File: src/rtl/uart_cmd_link.sv
// ---------------------------------------------------------------------------
// uart_cmd_link
//   Host-side 8N1 UART link for the command processor.
//   RX: two received bytes (high, then low) form a 16-bit command, held
//       with cmd_rdy until the processor clears it.
//   TX: one response byte per send_resp request; resp_sent pulses in the
//       last stop-bit cycle.
//
// Ports
//   clk          system clock
//   rst_n        asynchronous active-low reset
//   RX           serial input from host (asynchronous to clk)
//   TX           serial output to host (registered)
//   cmd[15:0]    assembled command {first byte, second byte}
//   cmd_rdy      command valid, held until clr_cmd_rdy
//   clr_cmd_rdy  processor done with cmd
//   resp[7:0]    response byte, valid the cycle after send_resp
//   send_resp    request transmission of resp
//   resp_sent    one-cycle pulse when the TX stop bit completes
// ---------------------------------------------------------------------------
module uart_cmd_link #(
    parameter int unsigned BAUD_DIV = 2604
) (
    input  logic        clk,
    input  logic        rst_n,
    input  logic        RX,
    output logic        TX,
    output logic [15:0] cmd,
    output logic        cmd_rdy,
    input  logic        clr_cmd_rdy,
    input  logic [7:0]  resp,
    input  logic        send_resp,
    output logic        resp_sent
);

    localparam int unsigned      CW        = $clog2(BAUD_DIV);
    localparam logic [CW-1:0]    HALF_CNT  = CW'(BAUD_DIV / 2);
    localparam logic [CW-1:0]    BIT_LAST  = CW'(BAUD_DIV - 1);
    // Stop state is one cycle short: the final stop-bit cycle is spent in
    // IDLE with resp_sent high, so a new request can be accepted there.
    localparam logic [CW-1:0]    STOP_LAST = CW'(BAUD_DIV - 2);

    typedef enum logic [1:0] {RX_IDLE, RX_START, RX_DATA, RX_STOP} rx_state_e;
    typedef enum logic [1:0] {WAIT_H, WAIT_L, FULL}                cmd_state_e;
    typedef enum logic [1:0] {TX_IDLE, TX_START, TX_DATA, TX_STOP} tx_state_e;

    // RX synchronizer and edge history
    logic rx_s1_q, rx_s2_q, rx_prev_q;

    // RX receiver
    rx_state_e         rx_state_q, rx_state_d;
    logic [CW-1:0]     rx_cnt_q,   rx_cnt_d;
    logic [2:0]        rx_bit_q,   rx_bit_d;
    logic [7:0]        rx_shift_q, rx_shift_d;
    logic              rx_rdy_q,   rx_rdy_d;

    // Command assembly
    cmd_state_e        cmd_state_q, cmd_state_d;
    logic [15:0]       cmd_q,       cmd_d;
    logic              cmd_rdy_q,   cmd_rdy_d;

    // TX transmitter
    tx_state_e         tx_state_q, tx_state_d;
    logic [CW-1:0]     tx_cnt_q,   tx_cnt_d;
    logic [2:0]        tx_bit_q,   tx_bit_d;
    logic [7:0]        tx_shift_q, tx_shift_d;
    logic              tx_q,       tx_d;
    logic              resp_sent_q, resp_sent_d;

    // ------------------------------------------------------------------
    // RX receiver: start on synchronized falling edge, mid-bit sampling
    // ------------------------------------------------------------------
    always_comb begin
        rx_state_d = rx_state_q;
        rx_cnt_d   = rx_cnt_q;
        rx_bit_d   = rx_bit_q;
        rx_shift_d = rx_shift_q;
        rx_rdy_d   = 1'b0;
        unique case (rx_state_q)
            RX_IDLE: begin
                if (rx_prev_q && !rx_s2_q) begin
                    rx_state_d = RX_START;
                    rx_cnt_d   = HALF_CNT;
                end
            end
            RX_START: begin
                if (rx_cnt_q == '0) begin
                    if (rx_s2_q) begin
                        rx_state_d = RX_IDLE;        // glitch, not a start bit
                    end else begin
                        rx_state_d = RX_DATA;
                        rx_cnt_d   = BIT_LAST;
                        rx_bit_d   = '0;
                    end
                end else begin
                    rx_cnt_d = rx_cnt_q - 1'b1;
                end
            end
            RX_DATA: begin
                if (rx_cnt_q == '0) begin
                    rx_shift_d = {rx_s2_q, rx_shift_q[7:1]};
                    rx_cnt_d   = BIT_LAST;
                    if (rx_bit_q == 3'd7) begin
                        rx_state_d = RX_STOP;
                    end else begin
                        rx_bit_d = rx_bit_q + 3'd1;
                    end
                end else begin
                    rx_cnt_d = rx_cnt_q - 1'b1;
                end
            end
            RX_STOP: begin
                if (rx_cnt_q == '0) begin
                    rx_state_d = RX_IDLE;
                    rx_rdy_d   = rx_s2_q;            // framing error drops byte
                end else begin
                    rx_cnt_d = rx_cnt_q - 1'b1;
                end
            end
            default: rx_state_d = RX_IDLE;
        endcase
    end

    // ------------------------------------------------------------------
    // Command assembly
    // ------------------------------------------------------------------
    always_comb begin
        cmd_state_d = cmd_state_q;
        cmd_d       = cmd_q;
        cmd_rdy_d   = cmd_rdy_q;
        unique case (cmd_state_q)
            WAIT_H: begin
                if (rx_rdy_q) begin
                    cmd_d[15:8] = rx_shift_q;
                    cmd_state_d = WAIT_L;
                end
            end
            WAIT_L: begin
                if (clr_cmd_rdy) begin
                    cmd_state_d = WAIT_H;            // resync, drop partial
                end else if (rx_rdy_q) begin
                    cmd_d[7:0]  = rx_shift_q;
                    cmd_rdy_d   = 1'b1;
                    cmd_state_d = FULL;
                end
            end
            FULL: begin
                if (clr_cmd_rdy) begin
                    cmd_rdy_d   = 1'b0;
                    cmd_state_d = WAIT_H;
                end
            end
            default: cmd_state_d = WAIT_H;
        endcase
    end

    // ------------------------------------------------------------------
    // TX transmitter
    // ------------------------------------------------------------------
    always_comb begin
        tx_state_d  = tx_state_q;
        tx_cnt_d    = tx_cnt_q;
        tx_bit_d    = tx_bit_q;
        tx_shift_d  = tx_shift_q;
        tx_d        = tx_q;
        resp_sent_d = 1'b0;
        unique case (tx_state_q)
            TX_IDLE: begin
                tx_d = 1'b1;
                if (send_resp) begin
                    tx_state_d = TX_START;
                    tx_cnt_d   = BIT_LAST;
                    tx_d       = 1'b0;
                end
            end
            TX_START: begin
                // resp arrives one cycle after send_resp: capture it in the
                // first start-bit cycle.
                if (tx_cnt_q == BIT_LAST) begin
                    tx_shift_d = resp;
                end
                if (tx_cnt_q == '0) begin
                    tx_state_d = TX_DATA;
                    tx_cnt_d   = BIT_LAST;
                    tx_bit_d   = '0;
                    tx_d       = tx_shift_q[0];
                end else begin
                    tx_cnt_d = tx_cnt_q - 1'b1;
                end
            end
            TX_DATA: begin
                if (tx_cnt_q == '0) begin
                    tx_cnt_d = BIT_LAST;
                    if (tx_bit_q == 3'd7) begin
                        tx_state_d = TX_STOP;
                        tx_cnt_d   = STOP_LAST;
                        tx_d       = 1'b1;
                    end else begin
                        tx_bit_d   = tx_bit_q + 3'd1;
                        tx_shift_d = {1'b0, tx_shift_q[7:1]};
                        tx_d       = tx_shift_q[1];
                    end
                end else begin
                    tx_cnt_d = tx_cnt_q - 1'b1;
                end
            end
            TX_STOP: begin
                if (tx_cnt_q == '0) begin
                    tx_state_d  = TX_IDLE;
                    resp_sent_d = 1'b1;
                end else begin
                    tx_cnt_d = tx_cnt_q - 1'b1;
                end
            end
            default: tx_state_d = TX_IDLE;
        endcase
    end

    // ------------------------------------------------------------------
    // State registers
    // ------------------------------------------------------------------
    always_ff @(posedge clk or negedge rst_n) begin
        if (!rst_n) begin
            rx_s1_q     <= 1'b1;
            rx_s2_q     <= 1'b1;
            rx_prev_q   <= 1'b1;
            rx_state_q  <= RX_IDLE;
            rx_cnt_q    <= '0;
            rx_bit_q    <= '0;
            rx_shift_q  <= '0;
            rx_rdy_q    <= 1'b0;
            cmd_state_q <= WAIT_H;
            cmd_q       <= '0;
            cmd_rdy_q   <= 1'b0;
            tx_state_q  <= TX_IDLE;
            tx_cnt_q    <= '0;
            tx_bit_q    <= '0;
            tx_shift_q  <= '0;
            tx_q        <= 1'b1;
            resp_sent_q <= 1'b0;
        end else begin
            rx_s1_q     <= RX;
            rx_s2_q     <= rx_s1_q;
            rx_prev_q   <= rx_s2_q;
            rx_state_q  <= rx_state_d;
            rx_cnt_q    <= rx_cnt_d;
            rx_bit_q    <= rx_bit_d;
            rx_shift_q  <= rx_shift_d;
            rx_rdy_q    <= rx_rdy_d;
            cmd_state_q <= cmd_state_d;
            cmd_q       <= cmd_d;
            cmd_rdy_q   <= cmd_rdy_d;
            tx_state_q  <= tx_state_d;
            tx_cnt_q    <= tx_cnt_d;
            tx_bit_q    <= tx_bit_d;
            tx_shift_q  <= tx_shift_d;
            tx_q        <= tx_d;
            resp_sent_q <= resp_sent_d;
        end
    end

    assign TX        = tx_q;
    assign cmd       = cmd_q;
    assign cmd_rdy   = cmd_rdy_q;
    assign resp_sent = resp_sent_q;

endmodule

File: config.mk
export PLATFORM = sky130hd
export DESIGN_NAME = uart_cmd_link
export DESIGN_NICKNAME = d
export VERILOG_FILES = /design/src/rtl/uart_cmd_link.sv
export SDC_FILE = /design/constraint.sdc
export NUM_CORES = 1
export LEC_CHECK = 0
export ABC_AREA = 0
export BUFFER_PORTS_ARGS = -buffer_cell sky130_fd_sc_hd__buf_2
export CAP_MARGIN = 25
export CORE_MARGIN = 2
export CORE_UTILIZATION = 57
export CTS_CLUSTER_SIZE = 25
export DETAILED_ROUTE_END_ITERATION = 10
export PLACE_DENSITY_LB_ADDON = 0.12
export SYNTH_ARGS = -nofsm -noshare
export SYNTH_HDL_FRONTEND = slang
export SYNTH_SLANG_ARGS = --single-unit
File: constraint.sdc
create_clock -name clk -period 3.8 [get_ports clk]
set_clock_uncertainty 0.2 [all_clocks]
set_input_delay 0.76 -clock clk [delete_from_list [all_inputs] [get_ports clk]]
set_output_delay 0.76 -clock clk [all_outputs]
set_load 0.05 [all_outputs]
==> impl_metrics.ini <==
[cts]
clockBufferDepth = 2
cts_sinks = 75
path_clk_slew_ns = 0.08
h-tree-depth = 3
cts_buffers = 9
cts_hold_buffers = 0
cts_tree = yes
clk_latency_ns = 0.35
cts-root-buf = clkbuf_8
post_cts_buffers = 0
cts_resized = 0

[flow_run]
cap_violations = 0

[worst_setup_path]
cp_max_fo = 12
crit_type = reg2reg
cp_slowest_cell = or4b_1
end_kind = flip-flop
crit_chain = inv_1, ha_1, or4b_1, nor4b_2, buf_4, or2_2, mux2_1
cp.required_ns = 3.83
path_buf_inv = 2
critical-path-top-delay-family = simple AND/OR/NAND/NOR gates
cp.depth = 7
start_kind = flip-flop
worstPathArrival_ns = 2.67
slowest_delay_ns = 0.48
reg2reg_depth = 7

[final_layout]
final_common_cell = dfrtp_1
antenna_cells = 0
syn_to_final_growth_pct = 9.933
nets = 454
final_area_um2 = 4542
fillers = 622
layout_common_cells = 71 x dfrtp_1, 30 x buf_2, 25 x mux2_2
layout-drive-gt1-share_pct = 22.43

[power]
p_leak_uw = 0.002089
finalPower_uw = 3250
pwr_density_cell_nw_per_um2 = 715.6
irDropWorstVdd_mv = 0.4630

[die]
initial_utilization_pct = 57.89
die_h_um = 89.14
ios = 32
dieArea_um2 = 7945
rows = 31
core-area_um2 = 7137
fp.dieW_um = 89.14

[yosys]
synth-edff-count = 0
synth_warnings = 0
syn_inst = 393
synthTopCellsByArea = dfrtp_1 43%, mux2_2 6.8%, ha_1 5.5%, dfstp_2 2.5%, nor2_1 2.1%
synth_top_cell_by_area = dfrtp_1
netlist.area_leader.share_pct = 43.00
ys.flop_type = dfrtp_1
synth.distinct_cells = 62
seq_area_frac_synth_pct = 45.55
synthesis.nets = 424
synth_area_um2 = 4131
ys_ff_latch = 75
postSynth.asyncResetShare_pct = 100.0
avgSynthCellArea_um2 = 10.51

[sta]
slew_headroom_pct = 37.90
setup_viol = 0
slew_viol_final = 0
finalHoldViolCount = 0
fin_tns_setup_ns = 0
timing.final.crit_share_pct = 69.51
max_freq_mhz = 378.6
rsz0062_at_grt = false
tightest_slew_ns = 0.9238
setup_ws_ns = 1.159
whs_ns = 0.1658
fin_crit_ns = 2.641

[global_route]
grt_pass1_vias = 2983
antenna_found_initial = 0
use_met1_pct = 32.03
grt_usage_pct = 22.62
grt_max_degree = 76
grt-ovfl-total = 0
grt_util_met2_pct = 35.42
grt_pass1_wl_mm = 14.17
grt_busiest_layer = met2
grtUsageMet3_pct = 3.601

[route]
post-route-drc-count = 0
initialDrtViolationCount = 179
vias_per_cell = 6.245
first_pass_iters = 5
ant_nets = 0
via_count = 3291
wl_mm = 8.537
wl_per_cell_um = 16.20

[placed_design]
pre_cts_ws_ns = 1.176
routabilityCongestion = 0.8984
port_buffers = 31
place_area_um2 = 4367
hpwlAfterDp_mm = 5.767

[hold_path]
hp-class = reg2reg
worst_hold_path.num_cells = 0

[run_status]
status = completed
-- worst paths after layout --
check | startpoint | to | slack (ns)
setup reg to reg | rx_cnt_q[0] | rx_cnt_q[0] | 1.16
hold reg to reg | rx_s1_q | rx_s2_q | 0.17
min in group asynchronous | rst_n | cmd[2] | 0.32
hold / removal | rx_s1_q | rx_s2_q | 0.17
max in group asynchronous | rst_n | rx_cnt_q[8] | 2.44
setup / recovery | rx_cnt_q[0] | rx_cnt_q[0] | 1.16
-- power by group --
group          internal [µW]  total [µW]  switching [µW]  leakage [µW]
Combinational            621        1530             907       0.00103
Clock                    240         555             315     0.0000860
Sequential               976        1170             190      0.000976
Total                   1840        3250            1410       0.00209
-- cell type report --
cell class | count | area [µm²] | area share, %
multi-input combinational | 279 | 2076 | 45.70
timing repair buffer | 38 | 210.2 | 4.628
clock buffer | 9 | 123.9 | 2.727
clock inverter | 7 | 51.30 | 1.129
sequential | 75 | 1882 | 41.43
tap | 99 | 123.9 | 2.727
inverter | 20 | 75.07 | 1.653
-- state kept, by name, indices dropped and copies added (netlist names), named ones only --
register,count
resp_sent,1
tx_bit_q,3
cmd_rdy,1
rx_s2_q,1
rx_shift_q,8
tx_state_q,2
cmd_state_q,2
rx_s1_q,1
cmd,16
rx_state_q,1
rx_rdy_q,1
rx_cnt_q,12
rx_prev_q,1
tx_shift_q,8
TX,1
rx_bit_q,3
tx_cnt_q,12
-- kinds of logic (layout without fill, tap and decap cells) --
family / count (synthesis) / in the layout / share of synthesized area (%)
simple gates: 129 / 129 / 18.26
mux: 28 / 28 / 7.571
compound gates: 104 / 104 / 18.96
flops: 75 / 75 / 45.55
fa+ha+maj: 18 / 18 / 5.451
buf+inv: 39 / 74 / 4.209
-- stage by stage --
step / std cells / utilization (%)
floorplan: 393 / -
global placement: 511 / 61.19
detailed placement: 511 / 61.19
CTS: 527 / 63.64
global route: 527 / 63.64
finish: 527 / 63.64
-- synth_stat cells, drive strengths merged, types with 3 or more instances --
cell type,count
or4b,3
nand4b,7
clkbuf,9
a211oi,10
and2,6
or2,3
a221o,3
nor3,14
o22a,4
dfstp,4
nor2b,4
buf,10
ha,18
a22oi,3
nand3b,3
nor3b,3
nand4,5
dfrtp,71
or3,3
o22ai,5
nor4,6
o21ai,16
a21oi,10
nand3,14
mux2,26
and3,5
o31ai,6
o221a,7
nand2,22
a31oi,11
inv,20
a41o,3
a41oi,8
nand2b,3
nor2,23
-- layer usage --
layer | wire, µm | up-vias
met4 | 136 | 0
met3 | 406 | 15
met5 | 0 | -
met1 | 3967 | 1612
met2 | 4027 | 108
li1 | - | 1556
No activity file was read; power rests on OpenSTA's default activity.
